<file path="src/rtl/ttt_host_driver_if.sv">
// ttt_host_driver_if: host/device-facing bundle for the TTT host driver.
//   cmd_*   : host command handshake (valid/ready) with 4-bit opcode and 12-bit payload
//   pkt_*   : packet driven to the device inputs ({ui_in, uio_in})
//   status_in : raw device uo_out ([7:4] proc, [3:2] start/stop, [1:0] stage)
//   evt_*   : event FIFO head, pop handshake and sticky overflow flag
//   cmd_error : one-cycle pulse on a dropped reserved opcode or a timed-out gated command
// The slave modport is the driver; the master modport is the host/device environment.
interface ttt_host_driver_if;
   localparam int unsigned OP_W     = 4;
   localparam int unsigned DATA_W   = 12;
   localparam int unsigned STATUS_W = 8;

   logic                cmd_valid;
   logic                cmd_ready;
   logic [OP_W-1:0]     cmd_op;
   logic [DATA_W-1:0]   cmd_data;
   logic [OP_W-1:0]     pkt_op;
   logic [DATA_W-1:0]   pkt_data;
   logic [STATUS_W-1:0] status_in;
   logic                evt_valid;
   logic                evt_ready;
   logic [3:0]          evt_proc;
   logic [1:0]          evt_startstop;
   logic                evt_overflow;
   logic                cmd_error;

   modport slave (
      input  cmd_valid, cmd_op, cmd_data, status_in, evt_ready,
      output cmd_ready, pkt_op, pkt_data, evt_valid, evt_proc, evt_startstop,
             evt_overflow, cmd_error
   );

   modport master (
      output cmd_valid, cmd_op, cmd_data, status_in, evt_ready,
      input  cmd_ready, pkt_op, pkt_data, evt_valid, evt_proc, evt_startstop,
             evt_overflow, cmd_error
   );
endinterface

</file>
<file path="src/rtl/ttt_host_driver.sv">
// ttt_host_driver: accepts host instructions, optionally waits for the device to
// reach stage 00, drives each instruction onto the device pins for one cycle, and
// queues start/stop events reported by the device in a small FIFO.
// Ports:
//   clock_fast : single rising-edge clock
//   reset      : asynchronous active-high reset
//   bus        : ttt_host_driver_if.slave (command, packet, status, event, error)
// Parameters:
//   EVT_DEPTH      : event FIFO depth, power of two >= 2
//   TIMEOUT_CYCLES : max WAIT cycles for a gated command (1..255)
module ttt_host_driver #(
   parameter int unsigned EVT_DEPTH      = 4,
   parameter int unsigned TIMEOUT_CYCLES = 255
) (
   input logic              clock_fast,
   input logic              reset,
   ttt_host_driver_if.slave bus
);

   localparam int unsigned OP_W   = 4;
   localparam int unsigned DATA_W = 12;
   localparam int unsigned CNT_W  = 8;
   localparam int unsigned PTR_W  = (EVT_DEPTH > 1) ? $clog2(EVT_DEPTH) : 1;
   localparam int unsigned PTR_XW = PTR_W + 1;

   typedef enum logic [1:0] {
      ST_IDLE  = 2'd0,
      ST_WAIT  = 2'd1,
      ST_ISSUE = 2'd2
   } state_t;

   state_t              state_q, state_d;
   logic [OP_W-1:0]     op_q, op_d;
   logic [DATA_W-1:0]   data_q, data_d;
   logic [CNT_W-1:0]    wait_cnt_q, wait_cnt_d;
   logic [7:0]          status_q;
   logic                cmd_ready_q, cmd_ready_d;
   logic [OP_W-1:0]     pkt_op_q, pkt_op_d;
   logic [DATA_W-1:0]   pkt_data_q, pkt_data_d;
   logic                cmd_error_q, cmd_error_d;

   logic                is_issue_c;
   logic                is_gated_c;
   logic                is_nop_c;
   logic                accept_c;

   // Event FIFO storage and pointers (extra MSB separates full from empty)
   logic [3:0]          evt_proc_mem [EVT_DEPTH];
   logic [1:0]          evt_ss_mem   [EVT_DEPTH];
   logic [PTR_XW-1:0]   wr_ptr_q, wr_ptr_d;
   logic [PTR_XW-1:0]   rd_ptr_q, rd_ptr_d;
   logic                evt_valid_q, evt_valid_d;
   logic                evt_overflow_q;
   logic                push_c, pop_c, full_c, push_ok_c;
   logic [PTR_W-1:0]    wr_idx_c, rd_idx_c;

   // Opcode classes: 1001-1111 issue directly, 0001/0010 gate on stage 00,
   // 0000 is a silent no-op, everything else is reserved.
   assign is_issue_c = bus.cmd_op[3] && (bus.cmd_op != 4'b1000);
   assign is_gated_c = (bus.cmd_op == 4'b0001) || (bus.cmd_op == 4'b0010);
   assign is_nop_c   = (bus.cmd_op == 4'b0000);
   assign accept_c   = bus.cmd_valid && cmd_ready_q;

   // Device status sampled once before any use
   always_ff @(posedge clock_fast or posedge reset) begin
      if (reset) status_q <= '0;
      else       status_q <= bus.status_in;
   end

   // Command FSM state and registered outputs
   always_ff @(posedge clock_fast or posedge reset) begin
      if (reset) begin
         state_q     <= ST_IDLE;
         op_q        <= '0;
         data_q      <= '0;
         wait_cnt_q  <= '0;
         cmd_ready_q <= 1'b1;
         pkt_op_q    <= '0;
         pkt_data_q  <= '0;
         cmd_error_q <= 1'b0;
      end else begin
         state_q     <= state_d;
         op_q        <= op_d;
         data_q      <= data_d;
         wait_cnt_q  <= wait_cnt_d;
         cmd_ready_q <= cmd_ready_d;
         pkt_op_q    <= pkt_op_d;
         pkt_data_q  <= pkt_data_d;
         cmd_error_q <= cmd_error_d;
      end
   end

   // Next-state and next-output logic; packet registers load only when entering ISSUE
   always_comb begin
      state_d     = state_q;
      op_d        = op_q;
      data_d      = data_q;
      wait_cnt_d  = wait_cnt_q;
      pkt_op_d    = '0;
      pkt_data_d  = '0;
      cmd_error_d = 1'b0;

      unique case (state_q)
         ST_IDLE: begin
            if (accept_c) begin
               op_d   = bus.cmd_op;
               data_d = bus.cmd_data;
               if (is_issue_c) begin
                  state_d    = ST_ISSUE;
                  pkt_op_d   = bus.cmd_op;
                  pkt_data_d = bus.cmd_data;
               end else if (is_gated_c) begin
                  state_d    = ST_WAIT;
                  wait_cnt_d = '0;
               end else if (!is_nop_c) begin
                  cmd_error_d = 1'b1;
               end
            end
         end
         ST_WAIT: begin
            wait_cnt_d = wait_cnt_q + CNT_W'(1);
            if (status_q[1:0] == 2'b00) begin
               state_d    = ST_ISSUE;
               pkt_op_d   = op_q;
               pkt_data_d = data_q;
            end else if (wait_cnt_d == CNT_W'(TIMEOUT_CYCLES)) begin
               // Counter tops out here, so it never wraps
               state_d     = ST_IDLE;
               wait_cnt_d  = '0;
               cmd_error_d = 1'b1;
            end
         end
         ST_ISSUE: begin
            state_d = ST_IDLE;
         end
         default: begin
            state_d = ST_IDLE;
         end
      endcase

      cmd_ready_d = (state_d == ST_IDLE);
   end

   assign bus.cmd_ready = cmd_ready_q;
   assign bus.pkt_op    = pkt_op_q;
   assign bus.pkt_data  = pkt_data_q;
   assign bus.cmd_error = cmd_error_q;

   // Event FIFO control; a full FIFO still accepts a push when the head pops in the same cycle
   assign wr_idx_c  = wr_ptr_q[PTR_W-1:0];
   assign rd_idx_c  = rd_ptr_q[PTR_W-1:0];
   assign push_c    = (status_q[3:2] != 2'b00) && (status_q[1:0] == 2'b11);
   assign pop_c     = evt_valid_q && bus.evt_ready;
   assign full_c    = (wr_ptr_q[PTR_W] != rd_ptr_q[PTR_W]) && (wr_idx_c == rd_idx_c);
   assign push_ok_c = push_c && (!full_c || pop_c);
   assign wr_ptr_d  = wr_ptr_q + PTR_XW'(push_ok_c);
   assign rd_ptr_d  = rd_ptr_q + PTR_XW'(pop_c);
   assign evt_valid_d = (wr_ptr_d != rd_ptr_d);

   always_ff @(posedge clock_fast or posedge reset) begin
      if (reset) begin
         wr_ptr_q       <= '0;
         rd_ptr_q       <= '0;
         evt_valid_q    <= 1'b0;
         evt_overflow_q <= 1'b0;
         for (int i = 0; i < int'(EVT_DEPTH); i++) begin
            evt_proc_mem[i] <= '0;
            evt_ss_mem[i]   <= '0;
         end
      end else begin
         wr_ptr_q    <= wr_ptr_d;
         rd_ptr_q    <= rd_ptr_d;
         evt_valid_q <= evt_valid_d;
         if (push_ok_c) begin
            evt_proc_mem[wr_idx_c] <= status_q[7:4];
            evt_ss_mem[wr_idx_c]   <= status_q[3:2];
         end
         if (push_c && !push_ok_c) evt_overflow_q <= 1'b1;
      end
   end

   assign bus.evt_valid     = evt_valid_q;
   assign bus.evt_proc      = evt_valid_q ? evt_proc_mem[rd_idx_c] : 4'h0;
   assign bus.evt_startstop = evt_valid_q ? evt_ss_mem[rd_idx_c]   : 2'b00;
   assign bus.evt_overflow  = evt_overflow_q;

endmodule

</file>
<file path="src/flat_wrapper.sv">
// flat-port wrapper written by rule: the top's interface ports become plain ports
module ttt_host_driver_flat 
#(
   parameter int unsigned EVT_DEPTH      = 4,
   parameter int unsigned TIMEOUT_CYCLES = 255
)
  (clock_fast, reset, bus_cmd_valid, bus_cmd_op, bus_cmd_data, bus_status_in, bus_evt_ready, bus_cmd_ready, bus_pkt_op, bus_pkt_data, bus_evt_valid, bus_evt_proc, bus_evt_startstop, bus_evt_overflow, bus_cmd_error);
  ttt_host_driver_if bus_i ();
  input logic clock_fast;
  input logic reset;
  input wire logic [$bits(bus_i.cmd_valid)-1:0] bus_cmd_valid;
  input wire logic [$bits(bus_i.cmd_op)-1:0] bus_cmd_op;
  input wire logic [$bits(bus_i.cmd_data)-1:0] bus_cmd_data;
  input wire logic [$bits(bus_i.status_in)-1:0] bus_status_in;
  input wire logic [$bits(bus_i.evt_ready)-1:0] bus_evt_ready;
  output wire logic [$bits(bus_i.cmd_ready)-1:0] bus_cmd_ready;
  output wire logic [$bits(bus_i.pkt_op)-1:0] bus_pkt_op;
  output wire logic [$bits(bus_i.pkt_data)-1:0] bus_pkt_data;
  output wire logic [$bits(bus_i.evt_valid)-1:0] bus_evt_valid;
  output wire logic [$bits(bus_i.evt_proc)-1:0] bus_evt_proc;
  output wire logic [$bits(bus_i.evt_startstop)-1:0] bus_evt_startstop;
  output wire logic [$bits(bus_i.evt_overflow)-1:0] bus_evt_overflow;
  output wire logic [$bits(bus_i.cmd_error)-1:0] bus_cmd_error;
  assign bus_i.cmd_valid = bus_cmd_valid;
  assign bus_i.cmd_op = bus_cmd_op;
  assign bus_i.cmd_data = bus_cmd_data;
  assign bus_i.status_in = bus_status_in;
  assign bus_i.evt_ready = bus_evt_ready;
  assign bus_cmd_ready = bus_i.cmd_ready;
  assign bus_pkt_op = bus_i.pkt_op;
  assign bus_pkt_data = bus_i.pkt_data;
  assign bus_evt_valid = bus_i.evt_valid;
  assign bus_evt_proc = bus_i.evt_proc;
  assign bus_evt_startstop = bus_i.evt_startstop;
  assign bus_evt_overflow = bus_i.evt_overflow;
  assign bus_cmd_error = bus_i.cmd_error;
  ttt_host_driver #(.EVT_DEPTH(EVT_DEPTH), .TIMEOUT_CYCLES(TIMEOUT_CYCLES)) u_core (.clock_fast(clock_fast), .reset(reset), .bus(bus_i));
endmodule
</file>
<file path="config.mk">
export PLATFORM = sky130hd
export DESIGN_NAME = ttt_host_driver_flat
export DESIGN_NICKNAME = d
export VERILOG_FILES = /design/src/rtl/ttt_host_driver_if.sv /design/src/rtl/ttt_host_driver.sv /design/src/flat_wrapper.sv
export SDC_FILE = /design/constraint.sdc
export NUM_CORES = 1
export LEC_CHECK = 0
export ABC_AREA = 1
export ABC_CLOCK_PERIOD_IN_PS = 3300
export CELL_PAD_IN_SITES_DETAIL_PLACEMENT = 1
export CELL_PAD_IN_SITES_GLOBAL_PLACEMENT = 1
export CORE_ASPECT_RATIO = 1.5
export CORE_UTILIZATION = 47
export DETAILED_ROUTE_END_ITERATION = 7
export DONT_BUFFER_PORTS = 1
export PLACE_DENSITY_LB_ADDON = 0.05
export SYNTH_ARGS = -nofsm -noshare
export SYNTH_HDL_FRONTEND = slang
export SYNTH_SLANG_ARGS = --single-unit
export TNS_END_PERCENT = 20
</file>
<file path="constraint.sdc">
create_clock -name clock_fast -period 3.3 [get_ports clock_fast]
set_input_delay 0.495 -clock clock_fast [delete_from_list [all_inputs] [get_ports clock_fast]]
set_output_delay 0.495 -clock clock_fast [all_outputs]
set_load 0.05 [all_outputs]
</file>
[Yosys cells after proc, flatten, opt, wreduce, memory -nomap -nowiden]
Cells that the tools add are included.
Storage, ports and cells
  register bits: 84
  word-level logic and storage cells: 102
Operators by class
  eq/ne operators: 12
  reductions and logical operators: 20
  muxes and demuxes: 41
  add/sub/neg operators: 3
  magnitude comparators: 3
  bitwise gates (word level): 2
Operators with widths (number)
  2-to-1 mux 8 bit: 5
  2-to-1 mux 12 bit: 3
  2-to-1 mux 4 bit: 7
  case mux 12 bit (2 select lines): 1
  2-to-1 mux 2 bit: 9
  bitwise mux 16 bit: 1
  case mux 8 bit (2 select lines): 1
  adder 8 x 1 -> 8 bit (second input constant): 1
  binary-select mux 4 bit (select 2 bit): 1
  bitwise mux 8 bit: 1
  demux 4 bit (select 2 bit): 1
  == test 8 bit (second input constant): 1
  logical AND 1 bit: 8
  case mux 4 bit (2 select lines): 1
  adder 3 x 1 -> 3 bit: 2
  greater-or-equal comparator 3 bit (second input constant): 2
  logical NOT 2 bit: 3
  2-to-1 mux 1 bit: 6
  inverter 2 -> 3 bit: 2
  binary-select mux 2 bit (select 2 bit): 1
  demux 2 bit (select 2 bit): 1
  == test 4 x 1 -> 1 bit (second input constant): 1
  == test 4 x 2 -> 1 bit (second input constant): 1
  logical NOT 4 bit: 1
  other kinds (16): 20

[Depth between registers and ports, before layout]
  word-level depth: 7
  mapped depth: 11
  gate-level depth less buffers: 11

[Worst setup path before layout]
Ideal clock, no wire load.
  path type: register to output
  from: register u_core.rd_ptr_q[0]
  to: output bus_evt_proc[0]
  slack: 1.096 ns
  buffers on the path: 1
  data required time: 2.805 ns
  cell stages (with the launch flop): 6
  arrival time: 1.709 ns
  path through: dfrtp_1 -> clkbuf_1 -> nor2_1 -> nor2_1 -> o21ai_0 -> a21oi_1
On the way
  cells in the longest elaborated chain, start to end: 5
RTL lines
  start: declaration: line ttt_host_driver.sv:51  | logic [PTR_XW-1:0] rd_ptr_q, rd_ptr_d;
  start signal: assignment: line ttt_host_driver.sv:172  | rd_ptr_q <= rd_ptr_d;
  inverter 2 -> 3 bit (implied by the code): line ttt_host_driver.sv:183  | assign bus.evt_proc = evt_valid_q ? evt_proc_mem[rd_idx_c] : 4'h0;
  binary-select mux 4 bit (select 2 bit): line ttt_host_driver.sv:183
  2-to-1 mux 4 bit (implied by the code) (2 in a row): line ttt_host_driver.sv:183
  2-to-1 mux 4 bit: line ttt_host_driver.sv:183
  end: declaration: line flat_wrapper.sv:20  | output wire logic [$bits(bus_i.evt_proc)-1:0] bus_evt_proc;
Every way passes these cells. The select of a mux whose other input is x is not followed.

[Worst setup path in the final report]
  from: register u_core.evt_valid_q (netlist: u_core.bus.evt_valid)
  to: register u_core.evt_valid_q (netlist: u_core.bus.evt_valid)
On the way
  cells in the longest elaborated chain, start to end: 5
RTL lines
  start: declaration: line ttt_host_driver.sv:52  | logic evt_valid_q, evt_valid_d;
  start signal: assignment: line ttt_host_driver.sv:173  | evt_valid_q <= evt_valid_d;
  logical AND 1 bit: line ttt_host_driver.sv:153  | assign pop_c = evt_valid_q && bus.evt_ready;
  logical OR 1 bit: line ttt_host_driver.sv:155  | assign push_ok_c = push_c && (!full_c || pop_c);
  logical AND 1 bit: line ttt_host_driver.sv:155
  adder 3 x 1 -> 3 bit: line ttt_host_driver.sv:156  | assign wr_ptr_d = wr_ptr_q + PTR_XW'(push_ok_c);
  via u_core.wr_ptr_d[2]: line ttt_host_driver.sv:50  | logic [PTR_XW-1:0] wr_ptr_q, wr_ptr_d;
  != test 3 bit: line ttt_host_driver.sv:158  | assign evt_valid_d = (wr_ptr_d != rd_ptr_d);
  via u_core.evt_valid_d: line ttt_host_driver.sv:52
The timed path passes the listed nets, and every way through them passes these cells.
A chain may end at the register's enable or synchronous reset.

==> results.json <==
{
  "status": "finished, final reports clean",
  "yosys-top-cells-count": "nand2_1, dfrtp_1, nor2_1",
  "floorplan.core_area_um2": 7370,
  "synth_top_area_share_pct": 57.08,
  "crit_required_ns": 3.54,
  "hp_class": "primary input to async pin",
  "detailroute.via_count": 2758,
  "tritoncts": "done",
  "multi_input_comb_area_um2": 1326,
  "post_cts.resized_instances": 0,
  "crit_path_cell_trace": "nand2_1 > o21ai_1 > a21oi_1 > nand3_1 > and2_4 > ha_1 > ha_1 > xor2_1 > xnor2_1 > nand3_1",
  "end_kind": "flip-flop",
  "final-instance-count-excl-fill": 524,
  "total_leakage_power_nw": 1.952,
  "gr-usage-met1_pct": 26.80,
  "power.density_nw_per_um2": 958.9,
  "critPathSlowestCell": "dfrtp_1",
  "initial_antenna_violation_count": 1,
  "yosysWarningCount": 0,
  "cts_hold_fix_bufs": 0,
  "gp_congestion": 0.8282,
  "maxCapViolCount": 0,
  "synth.net_count": 443,
  "chipHeight_um": 109.8,
  "maximum_fanout_encountered_on_the_critical_timing_path": 29,
  "clkSinkCount": 84,
  "grt_pass1_wl_mm": 14.21,
  "fin_nets": 453,
  "timing_worst_slew_pin_value_ns": 0.9933,
  "flip_flop_and_latch_count_after_synthesis": 84,
  "post_drt_via_cell_ratio": 5.263,
  "accumulated_negative_setup_slack_ns": 0,
  "report.power.total_w": 0.003843,
  "io-pin-count": 54,
  "clock.fmax_mhz": 412.6,
  "cts.path.max_buffers": 2,
  "number_of_global_route_vias_before_repair": 2992,
  "fin_worst_skew_ns": 0.01010,
  "drive_gt1_share_pct": 9.670,
  "finalMaxSlewViolations": 0,
  "post_drt_wl_per_cell_um": 16.02,
  "synth.yosys.seq_area_share_pct": 57.81,
  "postCtsSetupRepairBufs": 0,
  "layout_worst_path_cycle_share_pct": 73.45,
  "totalWireLength_mm": 8.392,
  "slew_headroom_pct": 33.57,
  "fillCellCount": 896,
  "grt_max_degree": 36,
  "largest_voltage_drop_on_the_vdd_net_uv": 421.0,
  "post-synth-top-area-cell": "dfrtp_1",
  "syn_area_per_cell_um2": 8.896,
  "syn-instance-count": 409,
  "drt_first_pass_iters": 4,
  "gr-max-usage-layer": "met2",
  "gr-usage-met2_pct": 42.53,
  "met3_usage_pct": 6.599,
  "chipWidth_um": 73.84,
  "grt-ovfl-total": 0,
  "antenna_left": 0,
  "crit_path_max_incr_delay_ns": 0.66,
  "stdcell_area_um2": 4008,
  "diodes": 0,
  "drc": 0,
  "netlist_top_cells_area": "dfrtp_1, nand2_1, nand3_1",
  "cp.arrival_ns": 2.66,
  "cts-buffers-inserted": 9,
  "number_of_buffers_added_on_ports": 0,
  "critical_path_class": "flip-flop to flip-flop",
  "yosysMostFrequentCell": "nand2_1",
  "placementRows": 38,
  "post_synth_instance_area_um2": 3638,
  "detailed_place.area_um2": 3785,
  "clock_transition_at_the_registers_of_the_reported_paths_ns": 0.08,
  "dp.final_hpwl_mm": 6.117,
  "overall_die_area_um2": 8105,
  "finalCriticalPeriod_ns": 2.424,
  "async_flop_share_pct": 100.0,
  "initial_detailed_routing_violation_count": 146,
  "setup.worst_path.start_class": "flip-flop",
  "timing.final.hold_violations": 0,
  "grt_setup_unrepaired": "false",
  "h-tree-depth": 3,
  "place_ws_ns": 0.8423,
  "clkLatencyLatePin_ns": 0.36,
  "ys_dominant_reg_cell": "dfrtp_1",
  "dpl.cell_count": 508,
  "initial_core_util_pct": 49.37,
  "cts-root-buf": "clkbuf_8",
  "regArea_um2": 2103,
  "grt_util_all_layers_pct": 24.06,
  "setup_viol_count_final": 0,
  "synth_enable_flop_cells": 0,
  "layout-area-overhead-vs-synth_pct": 10.14,
  "postLayoutSetupSlackWorst_ns": 0.8761,
  "synth_cell_type_count": 25
}
power by group:
part / leakage (nW) / total, W / internal, W / switching (W)
registers: 1.06 / 0.00171 / 0.00136 / 0.000346
clock network: 0.103 / 0.000816 / 0.000430 / 0.000387
logic: 0.793 / 0.00132 / 0.000438 / 0.000881
path summary, 6_finish.rpt:
check | from | to | slack (ns) | depth (start not counted)
worst max-delay path | u_core.bus.evt_valid | u_core.bus.evt_valid | 0.88 | 10
worst min register to register | u_core.evt_ss_mem[4] | u_core.evt_ss_mem[4] | 0.47 | 2
min in group clock_fast | bus_status_in[4] | u_core.status_q[4] | 0.15 | 0
worst min-delay path | reset | u_core.wait_cnt_q[6] | 0.07 | 1
max in group asynchronous | reset | u_core.bus.pkt_op[0] | 2.40 | 2
worst max register to register | u_core.bus.evt_valid | u_core.bus.evt_valid | 0.88 | 10
per-layer routing:
metal / vias up / routed length [µm]
met4: 2 / 206
li1: 1344 / -
met3: 15 / 331
met2: 51 / 4417
met5: - / 13
met1: 1346 / 3423
sequential cells by signal, summed over array words and instances, names as in the netlist, 2 cells and up:
signal               count
u_core.bus.pkt_op        4
u_core.wr_ptr_q          3
u_core.state_q           2
u_core.evt_ss_mem        8
u_core.status_q          8
u_core.wait_cnt_q        8
u_core.op_q              4
u_core.bus.pkt_data     12
u_core.rd_ptr_q          3
u_core.evt_proc_mem     16
u_core.data_q           12
logic make-up (layout without fill, tap and decap cells):
logic type,Yosys count,count (layout),synth area share (%)
AND/OR/NAND/NOR,194,194,22.90
flip-flops,84,84,57.81
AO/OA/AOI/OAI,66,66,9.629
buffers and inverters,52,67,5.915
XOR/XNOR,7,7,1.685
adder cells (fa/ha/maj),6,6,2.063
through the flow:
stage	utilization [%]	hold WS, ns
after global placement	51.36	0.4490
final	54.38	0.07038
after global routing	54.38	0.09809
after floorplan	-	0.4366
after CTS	54.38	0.06443
after detailed placement	51.36	0.4533
critical path: cells and delay by family (launching register included):
kind / cells / cell delay (ns)
DFF: 1 / 0.66
xor gates and xnor gates: 2 / 0.39
adders and majority gates: 2 / 0.39
AOI/OAI and AO/OA: 2 / 0.16
and+or+nand+nor: 4 / 0.71
cell usage in the layout (no fill, tap or decap), drive strengths merged:
cell type	instances
xor2	3
inv	41
o21ai	41
nor3	2
o31ai	1
clkinvlp	3
dfstp	1
nand4	2
nand2	107
clkinv	2
nor2	46
and2	1
o22ai	14
xnor2	4
clkbuf	9
bufinv	2
ha	6
dfrtp	83
nand3	36
a21oi	10
buf	10
area by class of cell:
type	count	area share, %
Timing Repair Buffer	10	1.873
Clock buffer	9	3.091
Sequential cell	84	52.48
Multi-Input combinational cell	273	33.09
Tap cell	100	3.122
Clock inverter	7	2.466
Inverter	41	3.871
Note: power is estimated with default switching activity, not from simulation.
